**src/rtl/bcd_pkg.sv**
```systemverilog
// Shared constants and types for packed-BCD arithmetic.
//   BCD_MAX     : largest legal decimal digit value
//   BCD_ADJ     : correction added to a binary digit sum that overflows 9
//   bcd_digit_t : one 4-bit BCD digit
package bcd_pkg;
  localparam logic [3:0] BCD_MAX = 4'd9;
  localparam logic [3:0] BCD_ADJ = 4'd6;

  typedef logic [3:0] bcd_digit_t;
endpackage

```
**src/rtl/bcd_digit_adder.sv**
```systemverilog
// Single-digit BCD adder, purely combinational.
//   a, b : BCD digits (values above 9 are flagged on bad, still summed)
//   ci   : carry-in, weight 1
//   s    : corrected BCD sum digit
//   co   : decimal carry-out
//   bad  : a or b is not a legal BCD digit
module bcd_digit_adder
  import bcd_pkg::*;
(
  input  bcd_digit_t a,
  input  bcd_digit_t b,
  input  logic       ci,
  output bcd_digit_t s,
  output logic       co,
  output logic       bad
);
  logic [4:0] u;
  logic [4:0] u_adj;

  always_comb begin
    // 5 bits covers the worst illegal case 15 + 15 + 1 = 31.
    u     = {1'b0, a} + {1'b0, b} + {4'd0, ci};
    u_adj = u + {1'b0, BCD_ADJ};
    if (u > {1'b0, BCD_MAX}) begin
      s  = u_adj[3:0];
      co = 1'b1;
    end else begin
      s  = u[3:0];
      co = 1'b0;
    end
    bad = (a > BCD_MAX) || (b > BCD_MAX);
  end
endmodule

```
**src/rtl/two_decimal_adder.sv**
```systemverilog
// Two-digit packed-BCD adder with registered outputs (1-cycle latency,
// one operand set accepted every cycle).
//   clk  : rising-edge clock
//   rst  : asynchronous active-high reset
//   A, B : packed-BCD operands, [7:4] tens, [3:0] units
//   Cin  : decimal carry-in
//   S    : registered packed-BCD sum, modulo 100
//   Cout : registered decimal carry-out (sum >= 100)
//   err  : registered flag, some input nibble exceeded 9
module two_decimal_adder
  import bcd_pkg::*;
(
  input  logic       clk,
  input  logic       rst,
  input  logic [7:0] A,
  input  logic [7:0] B,
  input  logic       Cin,
  output logic [7:0] S,
  output logic       Cout,
  output logic       err
);
  bcd_digit_t units_s, tens_s;
  logic       c1, tens_co;
  logic       units_bad, tens_bad;

  logic [7:0] s_d, s_q;
  logic       cout_d, cout_q;
  logic       err_d, err_q;

  bcd_digit_adder u_units (
    .a   (A[3:0]),
    .b   (B[3:0]),
    .ci  (Cin),
    .s   (units_s),
    .co  (c1),
    .bad (units_bad)
  );

  bcd_digit_adder u_tens (
    .a   (A[7:4]),
    .b   (B[7:4]),
    .ci  (c1),
    .s   (tens_s),
    .co  (tens_co),
    .bad (tens_bad)
  );

  always_comb begin
    s_d    = {tens_s, units_s};
    cout_d = tens_co;
    err_d  = units_bad | tens_bad;
  end

  always_ff @(posedge clk or posedge rst) begin
    if (rst) begin
      s_q    <= 8'h00;
      cout_q <= 1'b0;
      err_q  <= 1'b0;
    end else begin
      s_q    <= s_d;
      cout_q <= cout_d;
      err_q  <= err_d;
    end
  end

  assign S    = s_q;
  assign Cout = cout_q;
  assign err  = err_q;
endmodule

```
**config.mk**
```make
export PLATFORM = sky130hd
export DESIGN_NAME = two_decimal_adder
export DESIGN_NICKNAME = d
export VERILOG_FILES = /design/src/rtl/bcd_pkg.sv /design/src/rtl/bcd_digit_adder.sv /design/src/rtl/two_decimal_adder.sv
export SDC_FILE = /design/constraint.sdc
export NUM_CORES = 1
export LEC_CHECK = 0
export ABC_AREA = 1
export BUFFER_PORTS_ARGS = -buffer_cell sky130_fd_sc_hd__buf_2
export CAP_MARGIN = 20
export CORE_MARGIN = 3
export CORE_UTILIZATION = 45
export DETAILED_ROUTE_END_ITERATION = 8
export GPL_ROUTABILITY_DRIVEN = 0
export PLACE_DENSITY = 0.8
export SETUP_SLACK_MARGIN = 0.05
export SYNTH_ARGS = -nofsm -noshare
export SYNTH_HDL_FRONTEND = slang
export SYNTH_SLANG_ARGS = --single-unit
```
**constraint.sdc**
```tcl
create_clock -name clk -period 0.8 [get_ports clk]
set_input_delay 0 -clock clk [delete_from_list [all_inputs] [get_ports clk]]
set_output_delay 0 -clock clk [all_outputs]
set_load 0.01 [all_outputs]
```
### After elaboration in Yosys (flattened, before gate mapping)

Index checks and enable logic that the tools add are counted.

| cells by class | value |
|---|---|
| reduce and logical (&&, ||, !) cells | 2 |
| bitwise gates (word level) | 1 |
| add/sub/neg operators | 6 |
| multiplexer cells | 4 |
| $lt $le $gt $ge | 6 |

Operator list:

| operator | number |
|---|---|
| $gt A4 B4 Y1 const B | 4 |
| $add A4 B4 Y5 | 2 |
| $add A5 B1 Y5 | 2 |
| $gt A5 B4 Y1 const B | 2 |
| $add A4 B3 Y4 const B | 2 |
| $mux W4 | 2 |
| $logic_or A1 B1 Y1 | 2 |
| $mux W1 | 2 |
| $or A1 B1 Y1 | 1 |

| word-level totals | value |
|---|---|
| logic and storage cells | 22 |
| output and inout port bits | 10 |
| register bits after elaboration | 10 |
| input bits | 19 |

### Longest topological paths before layout

Gate-level depths: netlist of run 1.

| depth | value |
|---|---|
| depth after elaboration | 7 |
| gate-level depth with buffers | 25 |
| gate-level depth less buffers | 25 |

### Modules after synthesis

From an unflattened synthesis of run 1, not the netlist that was laid out.

| unflattened totals | value |
|---|---|
| cell total of the unflattened synthesis | 114 |
| area total of the unflattened synthesis | 893.4 µm² |

Modules (own cells, without submodules):

| module | area an instance (µm²) | times used | cells each |
|---|---|---|---|
| bcd_digit_adder | 314.1 | 2 | 50 |
| two_decimal_adder | 265.3 | 1 | 14 |

### Least setup slack after synthesis of run 1

Ideal clock, no wire load.

| timing path | value |
|---|---|
| path kind | in2reg |
| start | in A[0] |
| end | reg s_q[5], in the netlist S[5] |
| setup slack | -2.495 ns |
| data required time | 0.683 ns |
| buffers on the path | 0 |
| stages | 22 |
| library setup time | 0.117 ns |
| data arrival time | 3.178 ns |
| cell sequence | fa_1 > fa_1 > nand2_1 > nand2_2 > ha_1 > inv_1 > a21oi_1 > a21oi_4 > nand2_4 > nand2_4 > inv_2 > fa_1 > inv_1 > fa_1 > inv_1 > ha_1 > nand2_1 > a21boi_4 > nand2_4 > nand2_4 > nand2_1 > nand2_1 |

| on the way | value |
|---|---|
| word-level cells in the longest chain between the ends | 7 |
| elaborated cells between the ends (all ways) | 8 |

RTL lines:

| item | line | RTL |
|---|---|---|
| from (decl) | two_decimal_adder.sv:15 | `input logic [7:0] A,` |
| $add A4 B4 Y5 * | bcd_digit_adder.sv:22 | `u = {1'b0, a} + {1'b0, b} + {4'd0, ci};` |
| $add A5 B1 Y5 * | bcd_digit_adder.sv:22 |  |
| $gt A5 B4 Y1 * | bcd_digit_adder.sv:24 | `if (u > {1'b0, BCD_MAX}) begin` |
| $mux W1 * | bcd_digit_adder.sv:24 |  |
| $add A5 B1 Y5 * | bcd_digit_adder.sv:22 |  |
| $add A4 B3 Y4 / $gt A5 B4 Y1 (equally long branches) | bcd_digit_adder.sv:23, bcd_digit_adder.sv:24 |  |
| $mux W4 * | bcd_digit_adder.sv:24 |  |
| named net tens_s[1] | two_decimal_adder.sv:22 | `bcd_digit_t units_s, tens_s;` |
| to (signal assigned) | two_decimal_adder.sv:56 | `s_q <= 8'h00;` |
| to (signal assigned) | two_decimal_adder.sv:60 | `s_q <= s_d;` |
| to (decl) | two_decimal_adder.sv:26 | `logic [7:0] s_d, s_q;` |

The timed path passes the listed nets; every way through them passes the cells marked *.

### Final worst setup path of run 1

Same ends and word-level chain as after synthesis.

==> impl_metrics.env, run 1 <==
export IMPL_die_area_um2=2590
export IMPL_antenna_found_initial=0
export IMPL_cts_buffers=3
export IMPL_syn_instance_count=111
export IMPL_worst_path_buf_inv=6
export IMPL_synth_area_leader_cell="dfrtp_1"
export IMPL_antennaDiodeCount=0
export IMPL_vias_per_cell=4.70
export IMPL_timing_final_crit_share_pct=379
export IMPL_synth_edff_count=0
export IMPL_postSynth_asyncResetShare_pct=100
export IMPL_peakVddDrop_v=0.00106
export IMPL_synth_seq_cells=10
export IMPL_critPathCaptureType="register"
export IMPL_grt_pass1_wl_um=3750
export IMPL_p_sw_mw=1.04
export IMPL_place_hpwl_um=1850
export IMPL_critPathLaunch="A[0]"
export IMPL_overflow=0
export IMPL_hp_class="primary input to register"
export IMPL_yosysWarnings=0
export IMPL_cts_root_buffer="clkbuf_4"
export IMPL_numPortBuffers=28
export IMPL_h_tree_depth=1
export IMPL_drc=0
export IMPL_tightest_slew_ns=0.331
export IMPL_power_frac_seq_pct=24.5
export IMPL_synth_nets=143
export IMPL_synth_flop_cell="dfrtp_1"
export IMPL_drt_total_wl_um=2280
export IMPL_yosysMostFrequentCell="nand2_1"
export IMPL_grt_usage_pct=19.1
export IMPL_clk_pin_slew_ns=0.06
export IMPL_grt_pass1_vias=989
export IMPL_period_minus_slack_ns=3.03
export IMPL_power_per_cell_area_nw_per_um2=1920
export IMPL_yosysSeqAreaShare_pct=27.6
export IMPL_drive_gt1_share_pct=56.3
export IMPL_pin_count=29
export IMPL_slew_headroom_pct=77.9
export IMPL_core_um2=1820
export IMPL_crit_arrival_ns=3.18
export IMPL_hold_viol=0
export IMPL_endpoint="S[5]"
export IMPL_die_x_um=50.9
export IMPL_fmax_ghz=0.330
export IMPL_internal_power_mw=1.73
export IMPL_wl_per_cell_um=11.4
export IMPL_power_leakage_nw=0.809
export IMPL_worst_path_stages=22
export IMPL_setup_tns_ns=-13.24
export IMPL_worstSetupPathType="primary input to register"
export IMPL_combPwrFrac_pct=60.0
export IMPL_rsz0062_at_grt="yes"
export IMPL_utilization_pct=79.3
export IMPL_ys_top_cells_by_count="nand2_1 (25), inv_1 (22), nand3_1 (16)"
export IMPL_start_util_pct=49.8
export IMPL_violations="negative setup slack"
export IMPL_start_kind="primary input"
export IMPL_crit_family="adder cells"
export IMPL_clock_sinks=10
export IMPL_path_cells="buf_6 > fa_2 > fa_2 > inv_2 > ha_4 > inv_4 > a21oi_4 > a21oi_4 > nand2_4 > nand2_4 > inv_2 > fa_2 > inv_2 > fa_1 > inv_2 > ha_4 > nand2_2 > a21boi_4 > nand2_4 > nand2_4 > nand2_2 > nand2_1"
export IMPL_synth_top_area_share_pct=27.6
export IMPL_report_final_slew_viol_count=0
export IMPL_synthesis_area_um2=907
export IMPL_crit_path_max_incr_delay_ns=0.55
export IMPL_first_iter_violations=5
export IMPL_syn_to_final_growth_pct=59.2
export IMPL_clk_path_buf_depth=2
export IMPL_worstPathRequired_ns=0.95
export IMPL_outcome="finished with violations"
export IMPL_cp_slowest_cell="fa_2"
export IMPL_ys_types=16
export IMPL_synth_area_leaders="dfrtp_1 (28%), ha_1 (12%), nand2_1 (10%), inv_1 (9.1%), fa_1 (8.8%)"
export IMPL_swShare_pct=37.5
export IMPL_ant_nets=0
export IMPL_stdcell_area_um2=1440
export IMPL_cap_viol_max_count=0
export IMPL_place_area_um2=1280
export IMPL_num_rows=15
export IMPL_grt_max_degree=11
export IMPL_vias=945
export IMPL_finalSetupViolations=8
export IMPL_path_max_fanout=4
export IMPL_finalHoldWorstSlack_ns=0.0477
export IMPL_clkPwrFrac_pct=15.5
export IMPL_first_pass_iters=4
export IMPL_syn_area_per_cell_um2=8.17
export IMPL_cts_tree="built"
export IMPL_die_height_um=50.9
export IMPL_layout_setup_ws_ns=-2.23
export IMPL_fin_nets=209
## worst min-delay path by stage
| stage | cells after the start | end | slack, ns | from |
|---|---|---|---|---|
| after floorplan | 1 | Cout | -0.16 | rst |
| after global placement | 2 | S[0] | -0.04 | rst |
| after detailed placement | 2 | S[0] | -0.03 | rst |
| after CTS | 3 | err | 0.03 | A[3] |
| after global routing | 3 | err | 0.05 | A[6] |
| final | 3 | err | 0.05 | A[3] |
## cells in the final DEF, fill, tap and decap left out, types with 4 or more instances in the layout
cell type	n
nand2_2	9
buf_4	32
inv_1	17
nand2_1	21
ha_1	6
dfrtp_1	10
buf_2	26
nand2_4	5
nand3_1	15
o21ai_0	4
inv_2	5
## final cells by class
cell class | count | area, µm²
Multi-Input combinational cell | 78 | 634
Timing Repair Buffer | 61 | 403
Clock buffer | 4 | 36.3
Tap cell | 25 | 31.3
Fill cell | 123 | 377
Sequential cell | 10 | 250
Inverter | 23 | 88.8
## stage by stage
step	instances	worst slack [ns]	power (mW)
2_1_floorplan	111	-2.34	1.52
3_3_place_gp	187	-2.47	2.02
3_5_place_dp	187	-2.60	2.09
4_1_cts	196	-2.20	2.67
5_1_grt	201	-2.36	3.01
6_report	201	-2.23	2.77
## flip-flops by register name, summed over array words and instances (netlist names)
| signal | count |
|---|---|
| S | 8 |
| Cout | 1 |
| err | 1 |
## per-layer routing
metal  wire length, µm  track usage, %  up-vias
met3               106            1.17        4
met4                38            10.3        0
met5                 0               0        -
li1                  -               -      481
met2              1280            39.6       31
met1               863            18.2      429
## power groups by stage
stage | Sequential, mW | Clock [mW] | Combinational (mW)
global placement | 0.684 | 0 | 1.33
detailed placement | 0.688 | 0 | 1.40
global route | 0.687 | 0.500 | 1.82
floorplan | 0.780 | 0 | 0.742
CTS | 0.680 | 0.442 | 1.55
finish | 0.679 | 0.429 | 1.66
## logic make-up (layout without fill, tap and decap cells)
logic type / after synthesis / count (layout) / synth area share [%]
adder cells (fa/ha/maj): 13 / 13 / 21.2
flip-flops: 10 / 10 / 27.6
AND/OR/NAND/NOR: 54 / 54 / 30.3
AO/OA/AOI/OAI: 11 / 11 / 11.3
buffers and inverters: 23 / 88 / 9.52
## what timing repair did
action,4_1_cts,5_1_grt
hold buffers,1,0
setup buffers,5,5
pin swaps,7,0
endpoints found under the setup margin,14,18
resized for setup,11,3
endpoints found under the hold margin,10,0
Power figures use the tool's default switching activity.
==> run 2, diff against run 1 <==
--- a/config.mk
+++ b/config.mk
@@ -10,6 +10,7 @@
 export CAP_MARGIN = 20
 export CORE_MARGIN = 3
 export CORE_UTILIZATION = 45
+export CTS_BUF_LIST = sky130_fd_sc_hd__clkbuf_16
 export DETAILED_ROUTE_END_ITERATION = 8
 export GPL_ROUTABILITY_DRIVEN = 0
 export PLACE_DENSITY = 0.8
==> run 2 against run 1 <==
Compared with the run above: the run still ends with negative setup slack left; design area rose by 2.9%; sequential power rose by 0.6%; combinational power barely moved; non-clock buffer count did not move; flip-flop and latch count did not move; maximum frequency fell by 2.0%; global-route usage fell by 0.19 points; critical path type unchanged; critical endpoint is now S[6]; largest cell class unchanged.
==> impl_metrics.env, run 2 (synthesis gave the netlist of run 1 again) <==
export IMPL_worstPathRequired_ns=0.92
export IMPL_vias_per_cell=4.75
export IMPL_hold_depth=3
export IMPL_die_height_um=50.9
export IMPL_crit_arrival_ns=3.22
export IMPL_n_fill_cell=115
export IMPL_cap_viol_max_count=0
export IMPL_first_iter_violations=6
export IMPL_outcome="finished with violations"
export IMPL_power_mw=3.21
export IMPL_layout_setup_ws_ns=-2.29
export IMPL_grt_pass1_wl_um=3770
export IMPL_clock_sinks=10
export IMPL_post_place_ws_ns=-2.60
export IMPL_power_leakage_nw=0.826
export IMPL_num_rows=15
export IMPL_timing_final_crit_share_pct=387
export IMPL_cts_buffers=3
export IMPL_drt_total_wl_um=2340
export IMPL_slew_headroom_pct=77.6
export IMPL_grt_pass1_vias=994
export IMPL_pin_count=29
export IMPL_grt_max_degree=11
export IMPL_multi_input_area_um2=634
export IMPL_finalSetupViolations=8
export IMPL_period_minus_slack_ns=3.09
export IMPL_report_final_slew_viol_count=0
export IMPL_drive_gt1_share_pct=55.7
export IMPL_largest_register_ffs=8
export IMPL_vias=955
export IMPL_clk_path_buf_depth=2
export IMPL_min_from="A[3]"
export IMPL_seqCellArea_um2=250
export IMPL_path_max_fanout=4
export IMPL_power_per_cell_area_nw_per_um2=2160
export IMPL_die_area_um2=2590
export IMPL_tightest_slew_ns=0.335
export IMPL_peakVddDrop_v=0.00158
export IMPL_hold_viol=0
export IMPL_overflow=0
export IMPL_start_kind="primary input"
export IMPL_hp_class="primary input to register"
export IMPL_ant_nets=0
export IMPL_fin_nets=209
export IMPL_syn_to_final_growth_pct=63.9
export IMPL_wl_per_cell_um=11.6
export IMPL_h_tree_depth=1
export IMPL_die_x_um=50.9
export IMPL_numPortBuffers=28
export IMPL_final_cell_mix="buf_4 (32), buf_2 (26), nand2_1 (21)"
export IMPL_core_um2=1820
export IMPL_worstSetupPathType="primary input to register"
export IMPL_rsz0062_at_grt="yes"
export IMPL_fmax_ghz=0.323
export IMPL_critPathCaptureType="register"
export IMPL_place_hpwl_um=1850
export IMPL_grt_usage_pct=18.9
export IMPL_cts_tree="built"
export IMPL_first_pass_iters=4
export IMPL_violations="negative setup slack"
export IMPL_whs_endpoint="err"
export IMPL_antennaDiodeCount=0
export IMPL_clk_pin_slew_ns=0.04
export IMPL_drc=0
export IMPL_antenna_found_initial=0
export IMPL_cts_root_buffer="clkbuf_16"
export IMPL_start_util_pct=49.8
export IMPL_final_common_cell="buf_4"
-- run 2: cell types whose count changed in the layout (fill, tap and decap cells not counted) --
cell / change
clkbuf_8: -1
clkinv_1: +1
clkbuf_16: +3
clkbuf_4: -3
-- run 2: per-layer routing --
metal | global-route usage (%) | part of all wire [%]
met4 | 7.62 | 2.5
met1 | 18.2 | 39
met3 | 1.17 | 4.1
met5 | 0 | 0
met2 | 40.2 | 55
-- run 2: how the worst max path moves through the flow --
stage | end | start
6_report | S[6] | A[0]
5_1_grt | S[6] | A[0]
2_1_floorplan | S[5] | Cin
3_5_place_dp | S[6] | Cin
4_1_cts | S[5] | A[0]
3_3_place_gp | S[5] | Cin
-- run 2: final cells by class --
| class | instances | share of cell area [%] |
|---|---|---|
| Multi-Input combinational cell | 78 | 42.7 |
| Inverter | 23 | 5.98 |
| Timing Repair Buffer | 61 | 27.1 |
| Clock inverter | 1 | 0.253 |
| Clock buffer | 3 | 5.05 |
| Tap cell | 25 | 2.10 |
| Sequential cell | 10 | 16.8 |
-- run 2: report_power, final --
group	internal [mW]	total, mW	switching [mW]
registers	0.653	0.683	0.0303
logic	0.803	1.66	0.859
clock network	0.653	0.865	0.212
total	2.11	3.21	1.10
-- run 2: what timing repair did --
item | in CTS | in global routing
hold buffers | 1 | 0
pin swaps | 7 | 2
resized for setup | 11 | 3
endpoints found under the hold margin | 10 | 0
endpoints found under the setup margin | 8 | 8
setup buffers | 5 | 5
-- run 2: worst max-delay path, cell delays in order --
cell      delay [ns]
buf_6           0.09
fa_2            0.39
fa_2            0.55
inv_2           0.06
ha_4            0.16
inv_4           0.06
a21oi_4         0.03
a21oi_4         0.15
nand2_4         0.08
nand2_4         0.06
inv_2           0.03
fa_2            0.32
inv_2           0.07
fa_1            0.45
inv_2           0.11
ha_4            0.14
nand2_2         0.04
a21boi_4        0.14
nand2_4         0.09
nand2_4         0.07
nand2_2         0.08
nand2_1         0.04
-- run 2: metrics by stage --
step | area (µm²) | hold WS, ns | TNS [ns] | cells | util [%]
6_report | 1490 | 0.0715 | -13.65 | 201 | 81.6
5_1_grt | 1490 | 0.0976 | -14.64 | 201 | 81.6
4_1_cts | 1440 | 0.0679 | -13.06 | 196 | 79.3
3_5_place_dp | 1280 | -0.0271 | -15.78 | 187 | 70.2
3_3_place_gp | 1280 | -0.0388 | -15.05 | 187 | 70.2
2_1_floorplan | 933 | -0.160 | -13.51 | 111 | -
